--- config.mk ---
export PLATFORM = sky130hd
export DESIGN_NAME = fifo_ctrl
export DESIGN_NICKNAME = d
export VERILOG_FILES = /design/src/rtl/fifo_ctrl_pkg.sv /design/src/rtl/ptr_counter.sv /design/src/rtl/fifo_ctrl.sv
export SDC_FILE = /design/constraint.sdc
export NUM_CORES = 1
export LEC_CHECK = 0
export CAP_MARGIN = 20
export CELL_PAD_IN_SITES_DETAIL_PLACEMENT = 1
export CELL_PAD_IN_SITES_GLOBAL_PLACEMENT = 1
export CORE_MARGIN = 2
export CORE_UTILIZATION = 32
export CTS_CLUSTER_SIZE = 16
export DETAILED_ROUTE_END_ITERATION = 6
export HOLD_SLACK_MARGIN = 0.05
export PLACE_DENSITY_LB_ADDON = 0.25
export SLEW_MARGIN = 20
export SYNTH_ARGS = -nofsm -noshare
export SYNTH_HDL_FRONTEND = slang
export SYNTH_SLANG_ARGS = --single-unit
--- constraint.sdc ---
create_clock -name clk -period 1.7 [get_ports clk]
set_input_delay 0.34 -clock clk [delete_from_list [all_inputs] [get_ports clk]]
set_output_delay 0.34 -clock clk [all_outputs]
set_load 0.02 [all_outputs]
--- src/rtl/fifo_ctrl_pkg.sv ---
// Shared types for the FIFO controller: default parameters and the status-flag bundle.
// Widths are still derived locally from ADDR_WIDTH in each module.
package fifo_ctrl_pkg;

    localparam int unsigned DEF_ADDR_WIDTH = 3;
    localparam int unsigned DEF_AF_LEVEL   = 6;
    localparam int unsigned DEF_AE_LEVEL   = 2;

    typedef struct packed {
        logic full;
        logic empty;
        logic almost_full;
        logic almost_empty;
    } fifo_status_t;

    localparam fifo_status_t STATUS_RESET = '{
        full:         1'b0,
        empty:        1'b1,
        almost_full:  1'b0,
        almost_empty: 1'b1
    };

    // Status is always computed from the occupancy the FIFO will have after this edge.
    function automatic fifo_status_t calc_status(
        input int unsigned cnt,
        input int unsigned depth,
        input int unsigned af_level,
        input int unsigned ae_level
    );
        fifo_status_t s;
        s.full         = (cnt == depth);
        s.empty        = (cnt == 0);
        s.almost_full  = (cnt >= af_level);
        s.almost_empty = (cnt <= ae_level);
        return s;
    endfunction

endpackage

--- src/rtl/ptr_counter.sv ---
// Wrapping pointer for one side of the FIFO; DEPTH is a power of two, so the natural
// rollover of a WIDTH-bit register gives the DEPTH-1 -> 0 wrap.
module ptr_counter #(
    parameter int unsigned WIDTH = 3
) (
    input  logic             clk,
    input  logic             reset_n,
    input  logic             clear,
    input  logic             inc,
    output logic [WIDTH-1:0] ptr
);

    logic [WIDTH-1:0] ptr_d;
    logic [WIDTH-1:0] ptr_q;

    // NOTE: every always_comb output gets a default first so no path can infer a latch.
    always_comb begin
        ptr_d = ptr_q;
        if (clear) begin
            ptr_d = '0;
        end else if (inc) begin
            ptr_d = ptr_q + 1'b1;
        end
    end

    // NOTE: state registers use non-blocking assignments so all flops update together.
    always_ff @(posedge clk or negedge reset_n) begin
        if (!reset_n) begin
            ptr_q <= '0;
        end else begin
            ptr_q <= ptr_d;
        end
    end

    assign ptr = ptr_q;

endmodule

--- src/rtl/fifo_ctrl.sv ---
// FIFO pointer/flag controller: accepts push/pop requests, drives register-file
// addresses and write strobe, and keeps registered occupancy and status flags.
module fifo_ctrl
    import fifo_ctrl_pkg::*;
#(
    parameter int unsigned ADDR_WIDTH = DEF_ADDR_WIDTH,
    parameter int unsigned AF_LEVEL   = DEF_AF_LEVEL,
    parameter int unsigned AE_LEVEL   = DEF_AE_LEVEL
) (
    input  logic                  clk,
    input  logic                  reset_n,
    input  logic                  clear,
    input  logic                  wr,
    input  logic                  rd,
    output logic                  wr_en,
    output logic [ADDR_WIDTH-1:0] wr_addr,
    output logic [ADDR_WIDTH-1:0] rd_addr,
    output logic                  full,
    output logic                  empty,
    output logic                  almost_full,
    output logic                  almost_empty,
    output logic [ADDR_WIDTH:0]   count,
    output logic                  overflow,
    output logic                  underflow
);

    localparam int unsigned DEPTH = 2 ** ADDR_WIDTH;

    logic         rd_ok;
    logic         wr_ok;
    logic         wr_acc;
    logic         rd_acc;

    logic [ADDR_WIDTH:0] count_d;
    logic [ADDR_WIDTH:0] count_q;
    fifo_status_t        status_d;
    fifo_status_t        status_q;
    logic                overflow_d;
    logic                overflow_q;
    logic                underflow_d;
    logic                underflow_q;

    // A full FIFO can still take a push when a pop frees a slot in the same cycle.
    assign rd_ok  = rd && !status_q.empty;
    assign wr_ok  = wr && (!status_q.full || rd_ok);
    assign wr_acc = wr_ok && !clear;
    assign rd_acc = rd_ok && !clear;

    // Gated by reset_n so the register file never sees a write while reset is held.
    assign wr_en = wr_acc && reset_n;

    always_comb begin
        count_d     = count_q;
        overflow_d  = overflow_q;
        underflow_d = underflow_q;
        if (clear) begin
            count_d     = '0;
            overflow_d  = 1'b0;
            underflow_d = 1'b0;
        end else begin
            if (wr_ok && !rd_ok) begin
                count_d = count_q + 1'b1;
            end else if (rd_ok && !wr_ok) begin
                count_d = count_q - 1'b1;
            end
            if (wr && !wr_ok) begin
                overflow_d = 1'b1;
            end
            if (rd && !rd_ok) begin
                underflow_d = 1'b1;
            end
        end
        status_d = calc_status(32'(count_d), DEPTH, AF_LEVEL, AE_LEVEL);
    end

    always_ff @(posedge clk or negedge reset_n) begin
        if (!reset_n) begin
            count_q     <= '0;
            status_q    <= STATUS_RESET;
            overflow_q  <= 1'b0;
            underflow_q <= 1'b0;
        end else begin
            count_q     <= count_d;
            status_q    <= status_d;
            overflow_q  <= overflow_d;
            underflow_q <= underflow_d;
        end
    end

    ptr_counter #(
        .WIDTH (ADDR_WIDTH)
    ) u_wr_ptr (
        .clk     (clk),
        .reset_n (reset_n),
        .clear   (clear),
        .inc     (wr_acc),
        .ptr     (wr_addr)
    );

    ptr_counter #(
        .WIDTH (ADDR_WIDTH)
    ) u_rd_ptr (
        .clk     (clk),
        .reset_n (reset_n),
        .clear   (clear),
        .inc     (rd_acc),
        .ptr     (rd_addr)
    );

    assign count        = count_q;
    assign full         = status_q.full;
    assign empty        = status_q.empty;
    assign almost_full  = status_q.almost_full;
    assign almost_empty = status_q.almost_empty;
    assign overflow     = overflow_q;
    assign underflow    = underflow_q;

endmodule

# Word level (Yosys, flattened, before mapping)
# Cells that the tools add are included.
classes:
  n_addsub: 4
  order_cmp: 2
  eq_ne: 1
  n_mux: 11
  reduce_logical: 20
op_table:
  columns: ["cell", "count"]
  rows:
  - ["$mux 3", 4]
  - ["$mux 4", 3]
  - ["$logic_and 1x1->1", 9]
  - ["$reduce_bool 2->1", 4]
  - ["$add 3x1->3 const B", 2]
  - ["$logic_not 1->1", 5]
  - ["$add 4x1->4 const B", 1]
  - ["$eq 4x4->1 const B", 1]
  - ["$ge 4x3->1 const B", 1]
  - ["$le 4x2->1 const B", 1]
  - ["$logic_not 4->1", 1]
  - ["$mux 1", 4]
  - ["$sub 4x1->4 const B", 1]
  - ["$logic_or 1x1->1", 1]
totals:
  ff_bits: 16
  inputBits: 5
  output_inout_bits: 17
  elab_cells: 47

# Depth between registers and ports, before layout
# Gate-level depths: netlist of the first run.
depth:
  depth_word: 10
  depth_mapped: 7
  ltp_nobuf: 7

# Cells and area by module
# A second synthesis of the first run with hierarchy kept.
unflattened:
  cells_unflattened: 75
  hier_area_um2: 844.6
modules_own_cells:
  columns: ["mod", "n_inst", "cells_each", "area_per_inst_um2", "seq_area_each_um2"]
  rows:
  - ["fifo_ctrl", 1, 53, 571.8, 252.7]
  - ["ptr_counter", 2, 11, 136.4, 75.1]

# Worst setup path before layout of the first run
# OpenSTA, ideal clock, no wires.
synth_path:
  path_kind: "reg2reg"
  from: "register count_q[0], in the netlist count[0]"
  to: "register status_q (netlist bit almost_full)"
  setup_ns: 0.124
  t_arrival_ns: 1.646
  required_ns: 1.576
  path_slack_ns: -0.071
  path_stages_with_launch: 8
  path_buffers: 0
  synth_period_minus_slack_ns: 1.771
  cell_sequence: "dfrtp_1 -> inv_1 -> ha_1 -> and4bb_1 -> a31oi_2 -> xor2_1 -> nor3_1 -> or2_1"
synth_rtl:
  columns: ["element", "line_no", "rtl"]
  rows:
  - ["start: declaration", "fifo_ctrl.sv:35", "logic [ADDR_WIDTH:0] count_q;"]
  - ["start signal: assignment", "fifo_ctrl.sv:83", "count_q <= count_d;"]
  - ["end signal: assignment", "fifo_ctrl.sv:84", "status_q <= status_d;"]
  - ["end: declaration", "fifo_ctrl.sv:37", "fifo_status_t status_q;"]

==> key figures, run 1 <==
Global route
  • Total GRT Usage: 16.4%
  • Maximum number of pins on one net before global-route repair: 17
  • GRT overflow: 0
  • Vias in the first global route: 841
  • Global-route wire length before repair: 3860 um
  • Initial antenna violation count: 0

Logic synthesis
  • Syn_area_per_cell: 10.4 um2
  • Top area cells in the synthesized netlist: dfrtp_1 41%, dfstp_2 6.1%, ha_1 5.8%
  • #FFs+latches synth: 16
  • Area leader, netlist: dfrtp_1
  • Sequential cell area fraction in the yosys report: 46.7%
  • Mapped Cells: 83
  • Post-synth top area share: 40.6%
  • Synth Warn #: 0
  • Synth Net Count: 92
  • Distinct cells, synth: 33
  • Cell Area, Synth: 863 um2

STA
  • Pins over their slew limit: 0
  • Fin Clk Skew: 0.0102 ns
  • Fin crit period: 1.67 ns
  • Achievable Freq: 598 MHz
  • Worst setup margin: 0.0271 ns
  • Final period util: 98.4%
  • RSZ-0062 raised after global routing: true
  • Relative slew slack: 83.8%
  • Slew @ Worst Pin: 0.239 ns
  • Final Setup Violations: 0
  • Final hold vios: 0
  • Hold slack: 0.456 ns

Die
  • Die ar.: 0.00313 mm2
  • Die Wd: 55.9 um
  • Die Y: 55.9 um
  • Row cnt: 18
  • # IOs: 22
  • Effective utilization at floorplan: 34.2%
  • Core area: 0.00252 mm2

Worst setup path
  • Crit Path Max Fanout: 5
  • CP Launch Type: register
  • Worst setup EP type: register
  • WP data arrival: 1.85 ns
  • Worst EP required: 1.88 ns
  • Kind of critical path: reg2reg

Run
  • Max Cap Viol: 0

Clock tree
  • Total CTS buffers: 3
  • Clk buf depth: 2
  • Clock Tree Root: clkbuf_4
  • Clock sinks: 16
  • Worst-Skew Late Latency: 0.29 ns
  • Clock tree from TritonCTS: done
  • H-tree depth: 1
  • Clock slew at reported path FFs: 0.10 ns

Detailed routing
  • Initial DRC Count: 10
  • Vias post-DR: 742
  • Drt drc: 0
  • Vias per cell: 4.91
  • Wirelength per Cell: 15.0 um
  • Antenna Nets Post-Route: 0
  • Initial DRT Pass Iterations: 4
  • Final wirelength: 2270 um

Final layout
  • Layout cells sized above 1: 33.1%
  • Fillers: 297
  • Final core occ: 51.0%
  • N_diodes: 0
  • Most common cell after layout, fill and taps aside: buf_4
  • Area Overhead vs Synth: 49.0%
  • Final #Nets: 131
  • Most frequent cells in the layout: 15 x buf_4, 13 x dfrtp_1, 12 x nor2_1, 12 x clkdlybuf4s50_1, 8 x dlygate4sd2_1

Status
  • Status: complete, no violations

Power and ir drop
  • Cell area power density: 1060 mW/mm2
  • Max VDD drop: 0.000755 V
  • Pwr Total: 1.37 mW
  • Leakage: 0.604 nW

Placement
  • Buffers on Ports: 21
  • GP Congestion: 0.807
  • Dpl hpwl: 1650 um
  • Setup WS pre-CTS: -0.607 ns

Min path
  • Worst min path class: in2async
-- per-layer routing --
layer / vias up / part of all wire [%] / GRT usage (%)
met4: 0 / 2.2 / 8.50
li1: 358 / - / -
met3: 4 / 2.9 / 3.02
met2: 14 / 52 / 31.0
met1: 366 / 42 / 17.0
met5: - / 0 / 0
-- cell families (layout without fill, tap and decap cells) --
family | count (synthesis) | after routing | synth area share [%]
AND/OR/NAND/NOR | 38 | 38 | 24.1
flip-flops | 16 | 16 | 46.7
adder cells (fa/ha/maj) | 4 | 4 | 5.80
buffers and inverters | 6 | 44 | 4.78
AO/OA/AOI/OAI | 11 | 11 | 9.13
XOR/XNOR | 6 | 6 | 6.09
multiplexers | 2 | 2 | 3.48
-- repair_timing --
action                     CTS  global route
cloned                       0             0
hold buffers                 0             0
hold endpoints to repair     0             0
resized for setup           16            10
pin swaps                    2             5
setup buffers                1             1
setup endpoints to repair   10             4
-- worst paths after layout --
| path | startpoint | end | slack, ns | cells past startpoint |
|---|---|---|---|---|
| worst min-delay path | reset_n | u_rd_ptr.ptr[1]$_DFFE_PN0P_ | 0.46 | 2 |
| worst max register to register | empty$_DFF_PN1_ | almost_full$_DFF_PN0_ | 0.03 | 6 |
| worst max-delay path | empty$_DFF_PN1_ | almost_full$_DFF_PN0_ | 0.03 | 6 |
| worst min register to register | underflow$_DFFE_PN0P_ | underflow$_DFFE_PN0P_ | 0.51 | 2 |
| min in group clk | underflow$_DFFE_PN0P_ | underflow$_DFFE_PN0P_ | 0.51 | 2 |
| max in group asynchronous | reset_n | almost_empty$_DFF_PN1_ | 0.98 | 2 |
-- final cells by class --
class                           instances  area, um2  area share [%]
Sequential cell                        16        404            31.4
Timing Repair Buffer                   38        337            26.2
Inverter                                2       7.51           0.584
Tap cell                               30       37.5            2.92
Clock buffer                            4       26.3            2.04
Multi-Input combinational cell         61        474            36.9
-- sequential cells by signal (all words and copies together), names as in the netlist --
register,count
count,4
overflow,1
u_wr_ptr.ptr,3
almost_empty,1
empty,1
almost_full,1
underflow,1
full,1
u_rd_ptr.ptr,3
-- metrics by stage --
step                TNS, ns  cells  instance area, um2
global placement      -3.04    145                1200
detailed placement    -3.17    145                1200
floorplan           -0.0138     83                 870
global route        -0.0696    151                1290
CTS                 -0.0149    150                1230
finish                    0    151                1290
-- critical path, stage by stage (launching register included) --
cell	delay [ns]
dfstp_2	0.55
nand2b_4	0.13
buf_6	0.12
nand2_2	0.05
a2bb2oi_2	0.16
mux2_4	0.34
or2_1	0.22
-- power by group --
part           leakage (nW)  internal [mW]  total (mW)  switching (mW)
Combinational         0.379          0.321       0.656           0.335
Clock                0.0150         0.0913       0.218           0.126
Sequential            0.210          0.453       0.493          0.0396
-- Yosys cell counts (all sizes together) --
cell type and number:
dfrtp 14, nor2 12, nand2 7, a21oi 5, ha 4, nor3 4
xor2 4, buf 3, nand3 3, a31oi 2, and2b 2, dfstp 2
inv 2, mux2 2, nor2b 2, nor3b 2, xnor2 2, a211o 1
a2bb2oi 1, and3 1, and4bb 1, clkbuf 1, nand2b 1, nand4b 1
nor4b 1, o211a 1, o211ai 1, or2 1
No activity file was read; power rests on OpenSTA's default activity.
==> inputs of run 2 (changes only) <==
- CORE_ASPECT_RATIO: default -> 1.5
==> run 2 against run 1 <==
Compared with the run above: combinational power is 13% higher; fmax is 1.4% lower; hold slack better by 0.0097 ns; non-clock buffer count is 6 higher; clock skew is 0.0048 ns lower.
==> key figures, run 2 (same netlist as run 1, synthesis figures left out) <==
Die
  • Row cnt: 23 (+5)
  • Die Wd: 46.4 um (-17%)
  • # IOs: 22 (unchanged)
  • Effective utilization at floorplan: 33.0% (-1.3 points)
  • Core area: 0.00262 mm2 (+3.8%)
  • Die ar.: 0.00314 mm2 (+0.28%)
  • Die Y: 67.6 um (+21%)

Status
  • Status: complete, no violations

Detailed routing
  • Final wirelength: 2420 um (+7.0%)
  • Wirelength per Cell: 14.8 um (-1.5%)
  • Vias per cell: 4.74 (-3.6%)
  • Drt drc: 0 (unchanged)
  • Initial DRT Pass Iterations: 4 (unchanged)
  • Vias post-DR: 777 (+4.7%)
  • Antenna Nets Post-Route: 0 (unchanged)
  • Initial DRC Count: 7 (-3)

Worst setup path
  • Worst path bufs/invs: 1 (unchanged)
  • Worst EP required: 1.84 ns (-0.04 ns)
  • WP data arrival: 1.84 ns (about the same)
  • WP depth: 6 (unchanged)
  • CP Launch Type: register
  • CP peak stage delay: 0.41 ns (-0.14 ns)
  • Cell family with most CP delay: simple AND/OR/NAND/NOR gates
  • Worst Reg-to-Reg Cells: 6 (unchanged)
  • Crit Path Max Fanout: 5 (unchanged)
  • Critical-path cell list: buf_6 -> and2b_4 -> nand2_4 -> a2bb2oi_2 -> mux2_4 -> or2_1
  • CP max stage cell: dfrtp_1
  • Kind of critical path: reg2reg
  • Worst setup EP type: register

Clock tree
  • Clock slew at reported path FFs: 0.07 ns (-0.03 ns)
  • H-tree depth: 1 (unchanged)
  • Clk buf depth: 2 (unchanged)
  • Clock sinks: 16 (unchanged)
  • Worst-Skew Late Latency: 0.26 ns (-0.03 ns)
  • Clock tree from TritonCTS: done
  • Clock Tree Root: clkbuf_8
  • Total CTS buffers: 3 (unchanged)
  • # hold bufs at CTS: 0 (unchanged)

Global route
  • Initial antenna violation count: 0 (unchanged)
  • Total GRT Usage: 17.1% (+0.72 points)
  • Maximum number of pins on one net before global-route repair: 17 (unchanged)
  • GRT overflow: 0 (unchanged)
  • Vias in the first global route: 817 (-2.9%)
  • Global-route wire length before repair: 3700 um (-4.1%)

Power and ir drop
  • Comb power frac: 47.8% (-0.2 points)
  • Cell area power density: 1110 mW/mm2 (+4.3%)
  • Psw: 556 uW (+11%)
  • Sequential cell fraction of total power: 31.9% (-4.2 points)
  • Clock power share: 20.3% (+4.4 points)
  • Leakage: 0.683 nW (+13%)
  • Switching portion of total power: 35.8% (-0.84 points)
  • Internal cell power: 996 uW (+15%)
  • Max VDD drop: 0.000451 V (-40%)

STA
  • Final Setup Violations: 0 (unchanged)
  • RSZ-0062 raised after global routing: true
  • Fin crit period: 1.70 ns (+0.0231 ns)
  • Pins over their slew limit: 0 (unchanged)
  • Achievable Freq: 590 MHz (-1.4%)
  • Slew @ Worst Pin: 0.341 ns (+0.102 ns)
  • Relative slew slack: 76.9% (-6.9 points)
  • Hold slack: 0.466 ns (+0.00967 ns)
  • TNS Setup: 0 ns (unchanged)
  • Fin Clk Skew: 0.00531 ns (-0.00484 ns)
  • Final hold vios: 0 (unchanged)
  • Final period util: 99.8% (+1.4 points)

Final layout
  • Most common cell after layout, fill and taps aside: buf_4
  • Area Overhead vs Synth: 62.2%
  • Largest register FFs: 4 (unchanged)
  • Final #Nets: 137 (+4.6%)
  • Most frequent cells in the layout: 20 x buf_4, 13 x dfrtp_1, 12 x nor2_1, 12 x clkdlybuf4s50_1
  • N_diodes: 0 (unchanged)
  • Layout cells sized above 1: 36.2% (+3.2 points)
  • Final non-filler cell total: 164 (+8.6%)

Min path
  • Worst min path class: in2async

Placement
  • Buffers on Ports: 21 (unchanged)
  • Placed Cells incl. Taps: 152 (+4.8%)
  • Dpl hpwl: 1660 um (+0.27%)
  • GP Congestion: 0.710 (-12%)

Run
  • Max Cap Viol: 0 (unchanged)
run 2: timing repair:
item	CTS	global route
buffers inserted	3	6
gates resized for setup	18	15
hold endpoints to repair	0	0
pin swaps	5	10
setup endpoints to repair	10	7
run 2: layer usage:
metal	wire length (um)	GRT usage, %	vias to the layer above
met5	0	0	-
met4	80	9.64	0
met3	73	3.21	8
met2	1360	30.0	18
met1	911	18.3	381
li1	-	-	370
run 2: power groups by stage:
stage                     clock network (mW)  registers [mW]  logic (mW)
final                                  0.315           0.495       0.741
after global routing                   0.341           0.503       0.802
after CTS                              0.323           0.495       0.660
after detailed placement                   0           0.498       0.610
after global placement                     0           0.494       0.595
after floorplan                            0           0.592       0.244
run 2: area by class of cell:
type                    count  area, um2
multi-input cells          61        499
fillers                   290       1220
flip-flops and latches     16        404
repair buffers             44        398
clock buffers               4       45.0
well taps                  37       46.3
inverters                   2       7.51
run 2: per-stage QoR:
step	total power, mW	setup WS (ns)	instance area (um2)	utilization, %
floorplan	0.836	-0.0138	870	-
global placement	1.09	-0.589	1200	46.0
detailed placement	1.11	-0.608	1200	46.0
CTS	1.48	-0.0345	1300	49.7
global route	1.65	-0.0796	1400	53.5
finish	1.55	0.00400	1400	53.5
run 2: worst paths after layout:
| kind | from | endpoint | slack, ns |
|---|---|---|---|
| min in group clk | overflow$_DFFE_PN0P_ | overflow$_DFFE_PN0P_ | 0.53 |
| worst max register to register | full$_DFF_PN0_ | almost_full$_DFF_PN0_ | 0.004 |
| worst min-delay path | reset_n | u_rd_ptr.ptr[2]$_DFFE_PN0P_ | 0.47 |
| worst min register to register | overflow$_DFFE_PN0P_ | overflow$_DFFE_PN0P_ | 0.53 |
| worst max-delay path | full$_DFF_PN0_ | almost_full$_DFF_PN0_ | 0.004 |
| max in group asynchronous | reset_n | almost_empty$_DFF_PN1_ | 0.98 |
